===== src/rtl/pipeline_hazard_ctrl_pkg.sv =====
`default_nettype none
// ============================================================================
// pipeline_hazard_ctrl_pkg
// Shared types, constants and control-word bit layout for decoder and interlock.
// Revision: 1.0
// ============================================================================
package pipeline_hazard_ctrl_pkg;

  typedef enum logic [0:0] {
    RUN     = 1'b0,
    MD_BUSY = 1'b1
  } hz_state_e;

  localparam int REG_ZERO = 0;

  // Decoder control-word bit positions feeding the hazard inputs
  localparam int CTL_USES_RS    = 0;
  localparam int CTL_USES_RT    = 1;
  localparam int CTL_IS_MULDIV  = 2;
  localparam int CTL_READS_HILO = 3;
  localparam int CTL_MEM_READ   = 4;
  localparam int CTL_W          = 5;

  typedef struct packed {
    logic uses_rs;
    logic uses_rt;
    logic is_muldiv;
    logic reads_hilo;
    logic mem_read;
  } ctl_bits_t;

  function automatic ctl_bits_t decode_ctl(input logic [CTL_W-1:0] ctl);
    ctl_bits_t b;
    b.uses_rs    = ctl[CTL_USES_RS];
    b.uses_rt    = ctl[CTL_USES_RT];
    b.is_muldiv  = ctl[CTL_IS_MULDIV];
    b.reads_hilo = ctl[CTL_READS_HILO];
    b.mem_read   = ctl[CTL_MEM_READ];
    return b;
  endfunction

endpackage
`default_nettype wire


===== src/rtl/pipeline_hazard_ctrl_if.sv =====
`default_nettype none
// ============================================================================
// pipeline_hazard_ctrl_if
// Decode/EX hazard inputs and interlock outputs of the hazard controller.
// Revision: 1.0
// ============================================================================
interface pipeline_hazard_ctrl_if #(
  parameter int REG_W = 5,
  parameter int CNT_W = 16
);
  logic             id_valid;
  logic [REG_W-1:0] id_rs;
  logic [REG_W-1:0] id_rt;
  logic             id_uses_rs;
  logic             id_uses_rt;
  logic             id_is_muldiv;
  logic             id_reads_hilo;
  logic             ex_valid;
  logic             ex_mem_read;
  logic [REG_W-1:0] ex_dst;
  logic             branch_taken;
  logic             if_hold;
  logic             id_hold;
  logic             ex_bubble;
  logic             flush;
  logic             muldiv_start;
  logic             muldiv_busy;
  logic [CNT_W-1:0] stall_cycles;

  modport master (
    output id_valid, id_rs, id_rt, id_uses_rs, id_uses_rt, id_is_muldiv,
           id_reads_hilo, ex_valid, ex_mem_read, ex_dst, branch_taken,
    input  if_hold, id_hold, ex_bubble, flush, muldiv_start, muldiv_busy,
           stall_cycles
  );

  modport slave (
    input  id_valid, id_rs, id_rt, id_uses_rs, id_uses_rt, id_is_muldiv,
           id_reads_hilo, ex_valid, ex_mem_read, ex_dst, branch_taken,
    output if_hold, id_hold, ex_bubble, flush, muldiv_start, muldiv_busy,
           stall_cycles
  );
endinterface
`default_nettype wire


===== src/rtl/pipeline_hazard_ctrl_muldiv_busy_timer.sv =====
`default_nettype none
// ============================================================================
// muldiv_busy_timer
// Tracks mul/div occupancy: busy for MULDIV_LAT-1 cycles after a start pulse.
// Revision: 1.0
// ============================================================================
module muldiv_busy_timer
  import pipeline_hazard_ctrl_pkg::*;
#(
  parameter int MULDIV_LAT = 32
) (
  input  logic clk,
  input  logic rst_n,
  input  logic start,
  output logic busy
);

  localparam logic [7:0] C_LOAD = 8'(MULDIV_LAT - 1);

  hz_state_e  r_state;
  hz_state_e  w_state_nxt;
  logic [7:0] r_cnt;
  logic [7:0] w_cnt_nxt;

  always_ff @(posedge clk or negedge rst_n) begin
    if (!rst_n) begin
      r_state <= RUN;
      r_cnt   <= '0;
    end else begin
      r_state <= w_state_nxt;
      r_cnt   <= w_cnt_nxt;
    end
  end

  // Once launched the unit cannot be aborted, so nothing but reset exits MD_BUSY early
  always_comb begin
    w_state_nxt = r_state;
    w_cnt_nxt   = r_cnt;
    case (r_state)
      RUN: begin
        if (start) begin
          w_state_nxt = MD_BUSY;
          w_cnt_nxt   = C_LOAD;
        end
      end
      MD_BUSY: begin
        w_cnt_nxt = r_cnt - 8'd1;
        if (r_cnt == 8'd1) begin
          w_state_nxt = RUN;
        end
      end
      default: w_state_nxt = RUN;
    endcase
  end

  assign busy = (r_state == MD_BUSY);

endmodule
`default_nettype wire


===== src/rtl/pipeline_hazard_ctrl.sv =====
`default_nettype none
// ============================================================================
// pipeline_hazard_ctrl
// Decode-stage interlock: load-use and mul/div stalls, EX bubbles, redirect flush.
// Revision: 1.0
// ============================================================================
module pipeline_hazard_ctrl
  import pipeline_hazard_ctrl_pkg::*;
#(
  parameter int MULDIV_LAT = 32,
  parameter int REG_W      = 5,
  parameter int CNT_W      = 16
) (
  input  logic                  clk,
  input  logic                  rst_n,
  pipeline_hazard_ctrl_if.slave hz
);

  logic             r_run_en;
  logic             r_flush_q;
  logic [CNT_W-1:0] r_stall_cycles;

  logic w_id_live;
  logic w_branch;
  logic w_rs_hit;
  logic w_rt_hit;
  logic w_lu;
  logic w_sh;
  logic w_flush;
  logic w_hold;
  logic w_start;
  logic w_busy;

  // r_run_en keeps every output quiet through reset and the first cycle after release
  assign w_id_live = hz.id_valid & r_run_en;
  assign w_branch  = hz.branch_taken & r_run_en;

  assign w_rs_hit = hz.id_uses_rs & (hz.id_rs == hz.ex_dst);
  assign w_rt_hit = hz.id_uses_rt & (hz.id_rt == hz.ex_dst);
  assign w_lu     = w_id_live & hz.ex_valid & hz.ex_mem_read &
                    (hz.ex_dst != REG_W'(REG_ZERO)) & (w_rs_hit | w_rt_hit);
  assign w_sh     = w_id_live & w_busy & (hz.id_is_muldiv | hz.id_reads_hilo);

  // Control word lags the instruction by one cycle, hence the second flush slot
  assign w_flush = w_branch | r_flush_q;
  assign w_hold  = ~w_flush & (w_sh | w_lu);
  assign w_start = w_id_live & hz.id_is_muldiv & ~w_flush & ~w_lu & ~w_busy;

  muldiv_busy_timer #(
    .MULDIV_LAT (MULDIV_LAT)
  ) u_muldiv_busy_timer (
    .clk   (clk),
    .rst_n (rst_n),
    .start (w_start),
    .busy  (w_busy)
  );

  always_ff @(posedge clk or negedge rst_n) begin
    if (!rst_n) begin
      r_run_en       <= 1'b0;
      r_flush_q      <= 1'b0;
      r_stall_cycles <= '0;
    end else begin
      r_run_en  <= 1'b1;
      r_flush_q <= w_branch;
      if (w_hold && (r_stall_cycles != {CNT_W{1'b1}})) begin
        r_stall_cycles <= r_stall_cycles + 1'b1;
      end
    end
  end

  assign hz.if_hold      = w_hold;
  assign hz.id_hold      = w_hold;
  assign hz.ex_bubble    = w_flush | w_hold;
  assign hz.flush        = w_flush;
  assign hz.muldiv_start = w_start;
  assign hz.muldiv_busy  = w_busy;
  assign hz.stall_cycles = r_stall_cycles;

endmodule
`default_nettype wire


===== src/flat_wrapper.sv =====
// flat-port wrapper written by rule: the top's interface ports become plain ports
module pipeline_hazard_ctrl_flat import pipeline_hazard_ctrl_pkg::*;
#(
  parameter int MULDIV_LAT = 32,
  parameter int REG_W      = 5,
  parameter int CNT_W      = 16
)
  (clk, rst_n, hz_id_valid, hz_id_rs, hz_id_rt, hz_id_uses_rs, hz_id_uses_rt, hz_id_is_muldiv, hz_id_reads_hilo, hz_ex_valid, hz_ex_mem_read, hz_ex_dst, hz_branch_taken, hz_if_hold, hz_id_hold, hz_ex_bubble, hz_flush, hz_muldiv_start, hz_muldiv_busy, hz_stall_cycles);
  pipeline_hazard_ctrl_if #(.REG_W(REG_W), .CNT_W(CNT_W)) hz_i ();
  input  logic clk;
  input  logic rst_n;
  input wire logic [$bits(hz_i.id_valid)-1:0] hz_id_valid;
  input wire logic [$bits(hz_i.id_rs)-1:0] hz_id_rs;
  input wire logic [$bits(hz_i.id_rt)-1:0] hz_id_rt;
  input wire logic [$bits(hz_i.id_uses_rs)-1:0] hz_id_uses_rs;
  input wire logic [$bits(hz_i.id_uses_rt)-1:0] hz_id_uses_rt;
  input wire logic [$bits(hz_i.id_is_muldiv)-1:0] hz_id_is_muldiv;
  input wire logic [$bits(hz_i.id_reads_hilo)-1:0] hz_id_reads_hilo;
  input wire logic [$bits(hz_i.ex_valid)-1:0] hz_ex_valid;
  input wire logic [$bits(hz_i.ex_mem_read)-1:0] hz_ex_mem_read;
  input wire logic [$bits(hz_i.ex_dst)-1:0] hz_ex_dst;
  input wire logic [$bits(hz_i.branch_taken)-1:0] hz_branch_taken;
  output wire logic [$bits(hz_i.if_hold)-1:0] hz_if_hold;
  output wire logic [$bits(hz_i.id_hold)-1:0] hz_id_hold;
  output wire logic [$bits(hz_i.ex_bubble)-1:0] hz_ex_bubble;
  output wire logic [$bits(hz_i.flush)-1:0] hz_flush;
  output wire logic [$bits(hz_i.muldiv_start)-1:0] hz_muldiv_start;
  output wire logic [$bits(hz_i.muldiv_busy)-1:0] hz_muldiv_busy;
  output wire logic [$bits(hz_i.stall_cycles)-1:0] hz_stall_cycles;
  assign hz_i.id_valid = hz_id_valid;
  assign hz_i.id_rs = hz_id_rs;
  assign hz_i.id_rt = hz_id_rt;
  assign hz_i.id_uses_rs = hz_id_uses_rs;
  assign hz_i.id_uses_rt = hz_id_uses_rt;
  assign hz_i.id_is_muldiv = hz_id_is_muldiv;
  assign hz_i.id_reads_hilo = hz_id_reads_hilo;
  assign hz_i.ex_valid = hz_ex_valid;
  assign hz_i.ex_mem_read = hz_ex_mem_read;
  assign hz_i.ex_dst = hz_ex_dst;
  assign hz_i.branch_taken = hz_branch_taken;
  assign hz_if_hold = hz_i.if_hold;
  assign hz_id_hold = hz_i.id_hold;
  assign hz_ex_bubble = hz_i.ex_bubble;
  assign hz_flush = hz_i.flush;
  assign hz_muldiv_start = hz_i.muldiv_start;
  assign hz_muldiv_busy = hz_i.muldiv_busy;
  assign hz_stall_cycles = hz_i.stall_cycles;
  pipeline_hazard_ctrl #(.MULDIV_LAT(MULDIV_LAT), .REG_W(REG_W), .CNT_W(CNT_W)) u_core (.clk(clk), .rst_n(rst_n), .hz(hz_i));
endmodule

===== config.mk =====
export PLATFORM = sky130hd
export DESIGN_NAME = pipeline_hazard_ctrl_flat
export DESIGN_NICKNAME = d
export VERILOG_FILES = /design/src/rtl/pipeline_hazard_ctrl_pkg.sv /design/src/rtl/pipeline_hazard_ctrl_if.sv /design/src/rtl/pipeline_hazard_ctrl_muldiv_busy_timer.sv /design/src/rtl/pipeline_hazard_ctrl.sv /design/src/flat_wrapper.sv
export SDC_FILE = /design/constraint.sdc
export NUM_CORES = 1
export LEC_CHECK = 0
export BUFFER_PORTS_ARGS = -buffer_cell sky130_fd_sc_hd__buf_4
export CORE_ASPECT_RATIO = 1.75
export CORE_MARGIN = 5
export CORE_UTILIZATION = 45
export DETAILED_ROUTE_END_ITERATION = 8
export PLACE_DENSITY = 0.72
export RECOVER_POWER = 50
export SETUP_SLACK_MARGIN = 0.3
export SLEW_MARGIN = 20
export SYNTH_ARGS = -nofsm -noshare
export SYNTH_HDL_FRONTEND = slang
export SYNTH_HIERARCHICAL = 1
export SYNTH_SLANG_ARGS = --single-unit

===== constraint.sdc =====
create_clock -name clk -period 2.61 [get_ports clk]
set_input_delay 0.522 -clock clk [delete_from_list [all_inputs] [get_ports clk]]
set_output_delay 0.522 -clock clk [all_outputs]
set_load 0.01 [all_outputs]

Word-level counts from Yosys, hierarchy flattened
Cells that the tools add are included.
{"block": "totals", "register_bits": 27, "in_bits": 25, "out_inout_bits": 22}
{"block": "classes", "reduce_logical": 2, "add_sub_neg": 2, "n_eq_ne": 5, "bitwise_logic": 23, "muxes": 5}
{"operator": "16-bit by 1-bit adder with 16-bit output, second input constant", "n": 1}
{"operator": "16-bit != test, second input constant", "n": 1}
{"operator": "8-bit one-hot mux with 2 select lines", "n": 1}
{"operator": "1-bit bitwise AND", "n": 15}
{"operator": "5-bit == test", "n": 2}
{"operator": "8-bit by 1-bit == test with 1-bit output, second input constant", "n": 1}
{"operator": "8-bit two-way mux", "n": 1}
{"operator": "8-bit by 1-bit subtractor with 8-bit output, second input constant", "n": 1}
{"operator": "1-bit OR", "n": 5}
{"operator": "5-bit nonzero test", "n": 1}
{"operator": "1-bit inverter", "n": 3}
{"operator": "1-bit two-way mux", "n": 2}
{"operator": "2-bit != test, second input constant", "n": 1}
{"operator": "1-bit one-hot mux with 2 select lines", "n": 1}
{"operator": "1-bit logical AND", "n": 1}

Logic depth before layout (Yosys ltp)
Gate-level depths: netlist of the first run.
{"block": "logic_depth", "ltp_word": 10, "ltp_mapped": 8, "depth_no_buf": 8}

Modules after synthesis
Netlist of the first run, hierarchy kept.
{"mod": "pipeline_hazard_ctrl", "area_per_inst_um2": 1118.6, "cells_per_inst": 107, "n_inst": 1}
{"mod": "muldiv_busy_timer", "area_per_inst_um2": 494.2, "cells_per_inst": 54, "n_inst": 1}

Least setup slack after synthesis of the first run
OpenSTA, ideal clock, no wires.
{"block": "synth_path", "path_kind": "input to register", "startpoint": "in hz_branch_taken", "endpoint": "reg u_core.u_muldiv_busy_timer.r_cnt[2]", "arrival_time_ns": 2.551, "path_buffers": 1, "path_slack_ns": -0.006, "path_stages": 8, "setup_time_ns": 0.065, "cell_sequence": "and2_1 -> or2_1 -> buf_2 -> a21oi_1 -> nor4bb_1 -> nor2_1 -> a211o_2 -> nand2_1"}
{"block": "synth_between", "elab_chain_len": 7}
{"element": "start: declaration", "line": "flat_wrapper.sv:22", "source": "input wire logic [$bits(hz_i.branch_taken)-1:0] hz_branch_taken;"}
{"element": "1-bit bitwise AND", "line": "pipeline_hazard_ctrl.sv:36", "source": "assign w_branch = hz.branch_taken & r_run_en;"}
{"element": "1-bit OR", "line": "pipeline_hazard_ctrl.sv:45", "source": "assign w_flush = w_branch | r_flush_q;"}
{"element": "named net hz_flush", "line": "flat_wrapper.sv:26", "source": "output wire logic [$bits(hz_i.flush)-1:0] hz_flush;"}
{"element": "1-bit inverter", "line": "pipeline_hazard_ctrl.sv:47", "source": "assign w_start = w_id_live & hz.id_is_muldiv & ~w_flush & ~w_lu & ~w_busy;"}
{"element": "1-bit bitwise AND (3 in a row)", "line": "pipeline_hazard_ctrl.sv:47"}
{"element": "named net hz_muldiv_start", "line": "flat_wrapper.sv:27", "source": "output wire logic [$bits(hz_i.muldiv_start)-1:0] hz_muldiv_start;"}
{"element": "2-bit != test (no source line)"}
{"element": "end signal: assignment", "line": "pipeline_hazard_ctrl_muldiv_busy_timer.sv:31", "source": "r_cnt <= w_cnt_nxt;"}
{"element": "end: declaration", "line": "pipeline_hazard_ctrl_muldiv_busy_timer.sv:22", "source": "logic [7:0] r_cnt;"}
The timed path passes the listed nets, and every way through them passes these cells.
A chain may end at the register's enable or synchronous reset.

Worst setup path after layout of the first run
{"block": "layout_path", "startpoint": "reg u_core.r_run_en", "endpoint": "out hz_muldiv_start"}
{"element": "start: declaration", "line": "pipeline_hazard_ctrl.sv:19", "source": "logic r_run_en;"}
{"element": "start signal: assignment", "line": "pipeline_hazard_ctrl.sv:60", "source": "r_run_en <= 1'b0;"}
{"element": "start signal: assignment", "line": "pipeline_hazard_ctrl.sv:64", "source": "r_run_en <= 1'b1;"}
{"element": "1-bit bitwise AND", "line": "pipeline_hazard_ctrl.sv:36"}
{"element": "named net u_core.w_branch", "line": "pipeline_hazard_ctrl.sv:24", "source": "logic w_branch;"}
{"element": "1-bit OR", "line": "pipeline_hazard_ctrl.sv:45"}
{"element": "1-bit inverter", "line": "pipeline_hazard_ctrl.sv:47"}
{"element": "1-bit bitwise AND (3 in a row)", "line": "pipeline_hazard_ctrl.sv:47"}
{"element": "end: declaration", "line": "flat_wrapper.sv:27"}
The timed path passes the listed nets, and every way through them passes these cells.

==> impl_metrics.env, run 1 <==
export IMPL_crit_type="flop to output pin"
export IMPL_place_area_mm2=0.00203
export IMPL_n_antenna_cell=0
export IMPL_r2r_end="u_core/hz.stall_cycles[9]$_DFFE_PN0P_"
export IMPL_fp_dieW_um=55.3
export IMPL_setup_viol=0
export IMPL_finalClockSkew_ps=2.78
export IMPL_drt_total_wl_um=3820
export IMPL_synth_avg_cell_area_um2=10.0
export IMPL_stdcell_area_mm2=0.00204
export IMPL_fin_tns_setup_ps=0
export IMPL_yosys_area_top_type="dfrtp_1"
export IMPL_final_antenna_net_count=0
export IMPL_fin_crit_ps=2220
export IMPL_regToRegStartpoint="u_core/r_run_en$_DFF_PN0_"
export IMPL_antenna_found_initial=0
export IMPL_ys_warnings_count=6
export IMPL_cts_path_max_buffers=2
export IMPL_yosysTopAreaCellShare_pct=41.9
export IMPL_cellPowerDensity_mw_per_mm2=640
export IMPL_end_kind="output pin"
export IMPL_postCtsHoldBufs=0
export IMPL_syn_area_mm2=0.00161
export IMPL_p_leak_nw=0.917
export IMPL_route_detailed_drc=0
export IMPL_r2r_cells=6
export IMPL_rrSetupSlack_ps=560
export IMPL_total_power_mw=1.30
export IMPL_p_int_mw=0.820
export IMPL_fp_row_count=28
export IMPL_fin_util_pct=59.3
export IMPL_hold_viol_final=0
export IMPL_path_max_fanout=4
export IMPL_ys_seq_area_share_pct=41.9
export IMPL_fill_cells=328
export IMPL_cts_clk_slew_worst_paths_ps=90
export IMPL_netlist_top_cells_area="dfrtp_1 (42%), xnor2_1 (7.1%), xor2_1 (6.5%)"
export IMPL_critPathArrivalTime_ps=1700
export IMPL_place_congestion=0.818
export IMPL_synth_edf_count=0
export IMPL_cts_tree="built"
export IMPL_grt_pass1_vias=1433
export IMPL_cts_root_buf="clkbuf_8"
export IMPL_coreArea_mm2=0.00343
export IMPL_grt_start_max_net_pins=28
export IMPL_gr_total_overflow=0
export IMPL_drt_iter0_drc=38
export IMPL_yosysMostFrequentCell="dfrtp_1"
export IMPL_numClockSinks=27
export IMPL_die_area_mm2=0.00493
export IMPL_maxCapViolations=0
export IMPL_p_switching_mw=0.484
export IMPL_dp_cells=251
export IMPL_period_share_pct=85.0
export IMPL_holdCritPathClass="input pin to flop"
export IMPL_crit_required_ps=2090
export IMPL_detail_route_first_pass_iterations=4
export IMPL_startpoint="u_core/r_run_en$_DFF_PN0_"
export IMPL_grt_usage_pct=15.7
export IMPL_vias_per_cell=5.40
export IMPL_initial_core_util_pct=47.0
export IMPL_fmax_mhz=451
export IMPL_ys_flop_type="dfrtp_1"
export IMPL_pwr_share_seq_pct=47.9
export IMPL_p_sw_share_pct=37.1
export IMPL_rsz0062_at_grt="false"
export IMPL_fp_dieH_um=89.2
export IMPL_clkPwrFrac_pct=17.7
export IMPL_tightest_slew_ps=1450
export IMPL_grt_first_pass_wirelength_um=6220
export IMPL_ios=47
export IMPL_post_cts_buffers=0
export IMPL_hpwl_um=3050
export IMPL_post_cts_resized=0
export IMPL_ys_ff_latch=27
export IMPL_synth_nets=189
export IMPL_final_cell_count_no_fill=255
export IMPL_startpoint_type="flop"
export IMPL_synth_distinct_cells=42
export IMPL_cts_buffers=3
export IMPL_outcome="completed"
export IMPL_final_nets=239
export IMPL_synthToLayoutAreaGrowth_pct=26.2
export IMPL_synthCells=161
export IMPL_num_vias=1376
export IMPL_drv_slew=0
export IMPL_pwr_share_comb_pct=34.4
export IMPL_max_slew_margin_pct=3.32
export IMPL_cp_endpoint="hz_muldiv_start"
export IMPL_synth_common_cells="dfrtp_1 (27), nand2_1 (17), xnor2_1 (13)"
export IMPL_cts_htree_levels=1
export IMPL_clock_latency_ps=270
export IMPL_async_reset_ff_share_pct=100
export IMPL_ir_worst_vdd_uv=449
export IMPL_wl_per_cell_um=15.0
export IMPL_portBuffers=46
export IMPL_drive_gt1_share_pct=29.0
==> worst min path at each step <==
stage,from,endpoint,slack [ps],cells after the start
final,hz_branch_taken,u_core/r_flush_q$_DFF_PN0_,510,2
after global routing,hz_branch_taken,u_core/r_flush_q$_DFF_PN0_,530,2
after CTS,rst_n,u_core/hz.stall_cycles[8]$_DFFE_PN0P_,160,1
after detailed placement,rst_n,u_core/hz.stall_cycles[14]$_DFFE_PN0P_,460,1
after global placement,rst_n,u_core/hz.stall_cycles[12]$_DFFE_PN0P_,450,1
after floorplan,rst_n,u_core/hz.stall_cycles[0]$_DFFE_PN0P_,230,0
==> placed cells by master, fill, tap and decap left out, types with 3 or more instances in the layout <==
master	instances
a21oi_1	7
buf_4	40
clkbuf_1	10
clkbuf_8	3
dfrtp_1	27
ha_1	3
inv_1	8
nand2_1	17
nand3_1	4
nand4_1	10
nor2_1	7
nor3_1	12
nor3b_1	3
nor4_2	4
xnor2_1	13
xor2_1	12
==> flip-flops by register name, indices dropped and copies added, names as in the netlist <==
signal / cells
u_core/hz.stall_cycles: 16
u_core/r_flush_q: 1
u_core/r_run_en: 1
u_core/u_muldiv_busy_timer/busy: 1
u_core/u_muldiv_busy_timer/r_cnt: 8
==> per-layer routing <==
| layer | track usage, % | share of wire [%] |
|---|---|---|
| met5 | 0 | 0 |
| met4 | 7.96 | 2.1 |
| met3 | 2.17 | 3.7 |
| met2 | 32.3 | 57 |
| met1 | 14.8 | 37 |
==> cells by family (layout without fill, tap and decap cells) <==
kind of cell / count (synthesis) / after routing / synth area share (%)
multiplexers: 3 / 3 / 2.09
AND/OR/NAND/NOR: 70 / 70 / 26.9
buffers and inverters: 13 / 62 / 3.88
other: 1 / 1 / 0.233
adder cells (fa/ha/maj): 3 / 3 / 2.33
flip-flops: 27 / 27 / 41.9
AO/OA/AOI/OAI: 19 / 19 / 9.08
XOR/XNOR: 25 / 25 / 13.6
==> metrics by stage <==
step                worst slack [ps]  hold WS, ps
floorplan                        453          226
detailed placement               373          457
CTS                              379          155
global placement                 404          453
finish                           392          511
global route                     286          530
==> power by group through the flow <==
stage	Clock, mW	Combinational [mW]	Sequential, mW
after global routing	0.258	0.496	0.637
after CTS	0.245	0.464	0.624
after global placement	0	0.438	0.622
after detailed placement	0	0.465	0.630
final	0.231	0.448	0.624
after floorplan	0	0.274	0.624
==> critical path: stages, from the launching register on <==
cell      delay (ps)
dfrtp_1          410
and2_0           180
or2_1            220
a21oi_1          180
nor4bb_4         250
buf_4            180
==> layout make-up <==
class / count / area, um^2 / area share (%)
inverter: 8 / 30.0 / 1.48
sequential: 27 / 676 / 33.2
clock buffer: 3 / 41.3 / 2.03
tap: 45 / 56.3 / 2.77
multi-input combinational: 121 / 890 / 43.7
timing repair buffer: 50 / 338 / 16.6
clock inverter: 1 / 5.00 / 0.246
(Power assumes the default switching activity.)
==> run 2, diff against run 1 <==
- PLACE_DENSITY: 0.72 -> 0.75
- clock period: 2.61 -> 2 ns (I/O delays scaled with it)
==> run 2 against run 1 <==
Compared with the run above: the flow now finishes with violations (setup timing); critical path depth unchanged; worst hold slack worse by 130 ps; sequential power up 31%; register-to-register slack worse by 550 ps; cell count is 13% higher; flip-flop and latch count did not move; power grew 60%; clock power increased by 40%; largest cell class unchanged; die area is the same; global-route usage up 5.5 points; clock skew up 6.1 ps; first-iteration DRC count grew 79%.
==> impl_metrics.env, run 2 (synthesis results as in run 1) <==
export IMPL_grt_pass1_vias=1691
export IMPL_fin_crit_ps=2040
export IMPL_drt_total_wl_um=6030
export IMPL_vias_per_cell=5.89
export IMPL_drv_slew=0
export IMPL_initial_core_util_pct=47.0
export IMPL_postCtsHoldBufs=0
export IMPL_synthToLayoutAreaGrowth_pct=75.7
export IMPL_place_congestion=0.788
export IMPL_rsz0062_at_grt="true"
export IMPL_fp_row_count=28
export IMPL_pwr_share_seq_pct=39.2
export IMPL_fp_dieW_um=55.3
export IMPL_r2r_cells=6
export IMPL_critPathArrivalTime_ps=1640
export IMPL_crit_type="flop to output pin"
export IMPL_p_sw_share_pct=38.9
export IMPL_gr_total_overflow=0
export IMPL_fmax_mhz=490
export IMPL_detail_route_first_pass_iterations=4
export IMPL_end_kind="output pin"
export IMPL_fp_dieH_um=89.2
export IMPL_cts_clk_slew_worst_paths_ps=90
export IMPL_startpoint_type="flop"
export IMPL_cts_path_max_buffers=2
export IMPL_final_cell_count_no_fill=287
export IMPL_dp_cells=252
export IMPL_antenna_found_initial=0
export IMPL_numClockSinks=27
export IMPL_n_antenna_cell=0
export IMPL_final_nets=271
export IMPL_holdCritPathClass="input pin to flop"
export IMPL_clock_latency_ps=280
export IMPL_hold_viol_final=0
export IMPL_p_leak_nw=1.33
export IMPL_final_antenna_net_count=0
export IMPL_cts_htree_levels=1
export IMPL_wl_per_cell_um=21.0
export IMPL_holdPathStages=2
export IMPL_clkPwrFrac_pct=15.5
export IMPL_portBuffers=46
export IMPL_cts_tree="built"
export IMPL_maxCapViolations=0
export IMPL_mostFrequentLayoutCell="buf_4"
export IMPL_dp_slack_ps=-152
export IMPL_p_switching_mw=0.813
export IMPL_setup_viol=4
export IMPL_period_share_pct=102
export IMPL_fin_util_pct=82.5
export IMPL_violations="setup timing"
export IMPL_fill_cells=169
export IMPL_tightest_slew_ps=1450
export IMPL_route_detailed_drc=0
export IMPL_max_slew_margin_pct=3.19
export IMPL_drt_iter0_drc=68
export IMPL_num_vias=1689
export IMPL_cellPowerDensity_mw_per_mm2=738
export IMPL_largest_register_ffs=16
export IMPL_hpwl_um=3110
export IMPL_fin_ws_ps=-40.2
export IMPL_ir_worst_vdd_uv=622
export IMPL_p_int_mw=1.28
export IMPL_multi_input_area_mm2=0.00127
export IMPL_cts_root_buf="clkbuf_8"
export IMPL_coreArea_mm2=0.00343
export IMPL_fin_hold_ws_ps=376
export IMPL_drive_gt1_share_pct=58.3
export IMPL_grt_first_pass_wirelength_um=8190
export IMPL_finalClockSkew_ps=8.91
export IMPL_ios=47
export IMPL_layout_common_cells="buf_4 (57), dfrtp_1 (27), buf_6 (17)"
export IMPL_path_max_fanout=2
export IMPL_die_area_mm2=0.00493
export IMPL_grt_usage_pct=21.2
export IMPL_outcome="complete, but fails checks"
export IMPL_crit_required_ps=1600
export IMPL_pwr_share_comb_pct=45.3
export IMPL_cts_buffers=3
export IMPL_grt_start_max_net_pins=28
export IMPL_ff_latch_area_um2=676
run 2: cell count changes in the layout (fill, tap and decap cells not counted), sizes merged:
| cell | delta |
|---|---|
| clkbuf | -9 |
| clkinv | -1 |
| buf | +41 |
| clkinvlp | +1 |
run 2: per-stage QoR:
step | area, um^2 | setup TNS (ps) | power (mW)
2_1_floorplan | 1650 | 0 | 1.19
3_3_place_gp | 2070 | -432 | 1.40
3_5_place_dp | 2070 | -826 | 1.44
4_1_cts | 2570 | -138 | 1.97
5_1_grt | 2830 | -400 | 2.22
6_report | 2830 | -81.6 | 2.09
run 2: final cells by class:
class	count	area share, %
multi-input cells	121	44.9
clock buffers	3	1.46
clock inverters	1	0.265
repair buffers	82	26.5
flip-flops and latches	27	23.8
well taps	45	1.99
inverters	8	1.06
run 2: power groups by stage:
stage	clock network [mW]	registers, mW	logic (mW)
CTS	0.331	0.810	0.825
finish	0.324	0.820	0.948
detailed placement	0	0.824	0.613
global route	0.350	0.843	1.02
floorplan	0	0.817	0.369
global placement	0	0.815	0.587
run 2: worst paths after layout:
check | endpoint | start | slack (ps)
worst min-delay path | u_core/r_flush_q$_DFF_PN0_ | hz_branch_taken | 380
worst min register to register | u_core/hz.stall_cycles[15]$_DFFE_PN0P_ | u_core/hz.stall_cycles[15]$_DFFE_PN0P_ | 560
worst max register to register | u_core/hz.stall_cycles[9]$_DFFE_PN0P_ | u_core/r_run_en$_DFF_PN0_ | 10
worst max-delay path | hz_muldiv_start | u_core/r_run_en$_DFF_PN0_ | -40
max in group asynchronous | u_core/r_run_en$_DFF_PN0_ | rst_n | 710
min in group asynchronous | u_core/hz.stall_cycles[14]$_DFFE_PN0P_ | rst_n | 450
run 2: metal layers:
metal / vias to the layer above / wire length, um / GRT usage, %
met5: - / 0 / 0
met4: 0 / 281 / 9.96
met3: 26 / 244 / 2.31
met2: 72 / 3530 / 42.7
met1: 850 / 1980 / 21.4
li1: 741 / - / -
run 2: what timing repair did:
item / CTS / global route
cloned: 1 / 0
buffers inserted: 22 / 8
setup endpoints to repair: 29 / 30
endpoints found under the hold margin: 0 / 0
gates resized for setup: 51 / 36
pin swaps: 28 / 25
run 2: critical path: stages (launching register included):
cell	delay (ps)
dfrtp_1	410
and2_4	150
or2_4	240
a21oi_4	120
nor4bb_4	270
buf_4	180
==> run 3, diff against run 2 <==
- CAP_MARGIN: not set -> 10
- PLACE_DENSITY: 0.75 -> 0.71
==> run 3 against run 2 <==
Compared with the run above: the run ends with capacitance limit, setup timing left; clock skew fell by 6.8 ps; clock power increased by 1%; critical path depth is 4 higher; sequential power grew 2%; non-clock buffer count rose by 1; highest routed layer unchanged.
==> impl_metrics.env, run 3 (synthesis results as in run 1) <==
export IMPL_wl_per_cell_um=19.4
export IMPL_final_antenna_net_count=0
export IMPL_vias_per_cell=5.65
export IMPL_drt_total_wl_um=5580
export IMPL_fin_hold_ws_ps=361
export IMPL_detail_route_first_pass_iterations=4
export IMPL_dp_slack_ps=-91.7
export IMPL_layout_common_cells="buf_4 (58), dfrtp_1 (26), buf_6 (20)"
export IMPL_ios=47
export IMPL_largest_register_ffs=16
export IMPL_cts_htree_levels=1
export IMPL_crit_type="input pin to output pin"
export IMPL_period_share_pct=101
export IMPL_clock_latency_ps=280
export IMPL_num_vias=1628
export IMPL_max_slew_margin_pct=0.333
export IMPL_drt_iter0_drc=68
export IMPL_fp_dieH_um=89.2
export IMPL_place_congestion=0.791
export IMPL_grt_pass1_vias=1751
export IMPL_die_area_mm2=0.00493
export IMPL_numClockSinks=27
export IMPL_crit_required_ps=1600
export IMPL_grt_usage_pct=20.7
export IMPL_cts_root_buf="clkbuf_8"
export IMPL_coreArea_mm2=0.00343
export IMPL_n_antenna_cell=0
export IMPL_fin_crit_ps=2020
export IMPL_p_leak_nw=1.32
export IMPL_finalClockSkew_ps=2.08
export IMPL_grt_start_max_net_pins=28
export IMPL_drive_gt1_share_pct=57.2
export IMPL_holdCritPathClass="input pin to flop"
export IMPL_tightest_slew_ps=1500
export IMPL_cellPowerDensity_mw_per_mm2=759
export IMPL_antenna_found_initial=0
export IMPL_drv_slew=0
export IMPL_fp_dieW_um=55.3
export IMPL_cts_buffers=3
export IMPL_hold_viol_final=0
export IMPL_end_kind="output pin"
export IMPL_portBuffers=46
export IMPL_hpwl_um=3100
export IMPL_outcome="complete, but fails checks"
export IMPL_setup_viol=4
export IMPL_grt_first_pass_wirelength_um=8230
export IMPL_maxCapViolations=1
export IMPL_fin_ws_ps=-23.6
export IMPL_cts_clk_slew_worst_paths_ps=100
export IMPL_mostFrequentLayoutCell="buf_4"
export IMPL_synthToLayoutAreaGrowth_pct=71.5
export IMPL_cts_path_max_buffers=2
export IMPL_violations="capacitance limit, setup timing"
export IMPL_rsz0062_at_grt="true"
export IMPL_gr_total_overflow=0
export IMPL_route_detailed_drc=0
export IMPL_fmax_mhz=494
export IMPL_fp_row_count=28
export IMPL_ir_worst_vdd_uv=831
export IMPL_initial_core_util_pct=47.0
export IMPL_cts_tree="built"
export IMPL_startpoint_type="input pin"
export IMPL_path_max_fanout=2
export IMPL_critPathArrivalTime_ps=1620
export IMPL_final_nets=272
[run 3: layout make-up]
class,count,area [um^2]
Sequential cell,27,677
Timing Repair Buffer,83,734
Fill cell,204,668
Multi-Input combinational cell,121,1220
Tap cell,45,56.3
Inverter,8,30.0
Clock inverter,1,7.51
Clock buffer,3,41.3
[run 3: timing repair]
item                                    in CTS  in global routing
resized for setup                           42                 42
cloned                                       0                  0
hold buffers                                 0                  0
pin swaps                                   26                 29
endpoints found under the setup margin      23                 30
setup buffers                               25                  6
[run 3: critical path: stages]
cell	delay (ps)
buf_6	100
xnor2_2	180
nand4_1	150
o22ai_2	290
a21oi_4	90
buf_4	140
buf_6	100
nand2_2	70
buf_6	110
[run 3: stage by stage]
stage,power (mW),util (%),instance area [um^2],std cells,setup TNS (ps)
3_5_place_dp,1.44,60.0,2060,253,-206
4_1_cts,1.96,72.8,2500,282,-17.1
3_3_place_gp,1.40,60.0,2060,253,-80.6
6_report,2.10,80.5,2770,288,-53.0
2_1_floorplan,1.19,-,1650,161,0
5_1_grt,2.22,80.5,2770,288,-424
[run 3: final timing paths]
check | cells after the start | slack, ps | from | endpoint
min reg2reg | 1 | 540 | u_core/u_muldiv_busy_timer/r_cnt[6]$_DFFE_PN0P_ | u_core/u_muldiv_busy_timer/r_cnt[6]$_DFFE_PN0P_
max reg2reg | 6 | 0 | u_core/r_run_en$_DFF_PN0_ | u_core/hz.stall_cycles[9]$_DFFE_PN0P_
min in group asynchronous | 1 | 450 | rst_n | u_core/hz.stall_cycles[13]$_DFFE_PN0P_
max in group asynchronous | 1 | 560 | rst_n | u_core/hz.stall_cycles[4]$_DFFE_PN0P_
min | 2 | 360 | hz_branch_taken | u_core/r_flush_q$_DFF_PN0_
max | 9 | -20 | hz_id_rs[3] | hz_ex_bubble
[run 3: routing by layer]
metal  up-vias  GRT usage, %  routed length, um
met5         -             0                  0
met2        61          42.2               3160
met1       802          21.0               1940
met3        27          2.75                233
li1        738             -                  -
met4         0          7.52                250
[run 3: where the power goes]
group	internal (mW)	switching, mW	total (mW)	leakage [nW]
clock	0.142	0.186	0.328	0.0217
combinational	0.476	0.458	0.934	0.956
sequential	0.660	0.178	0.838	0.341
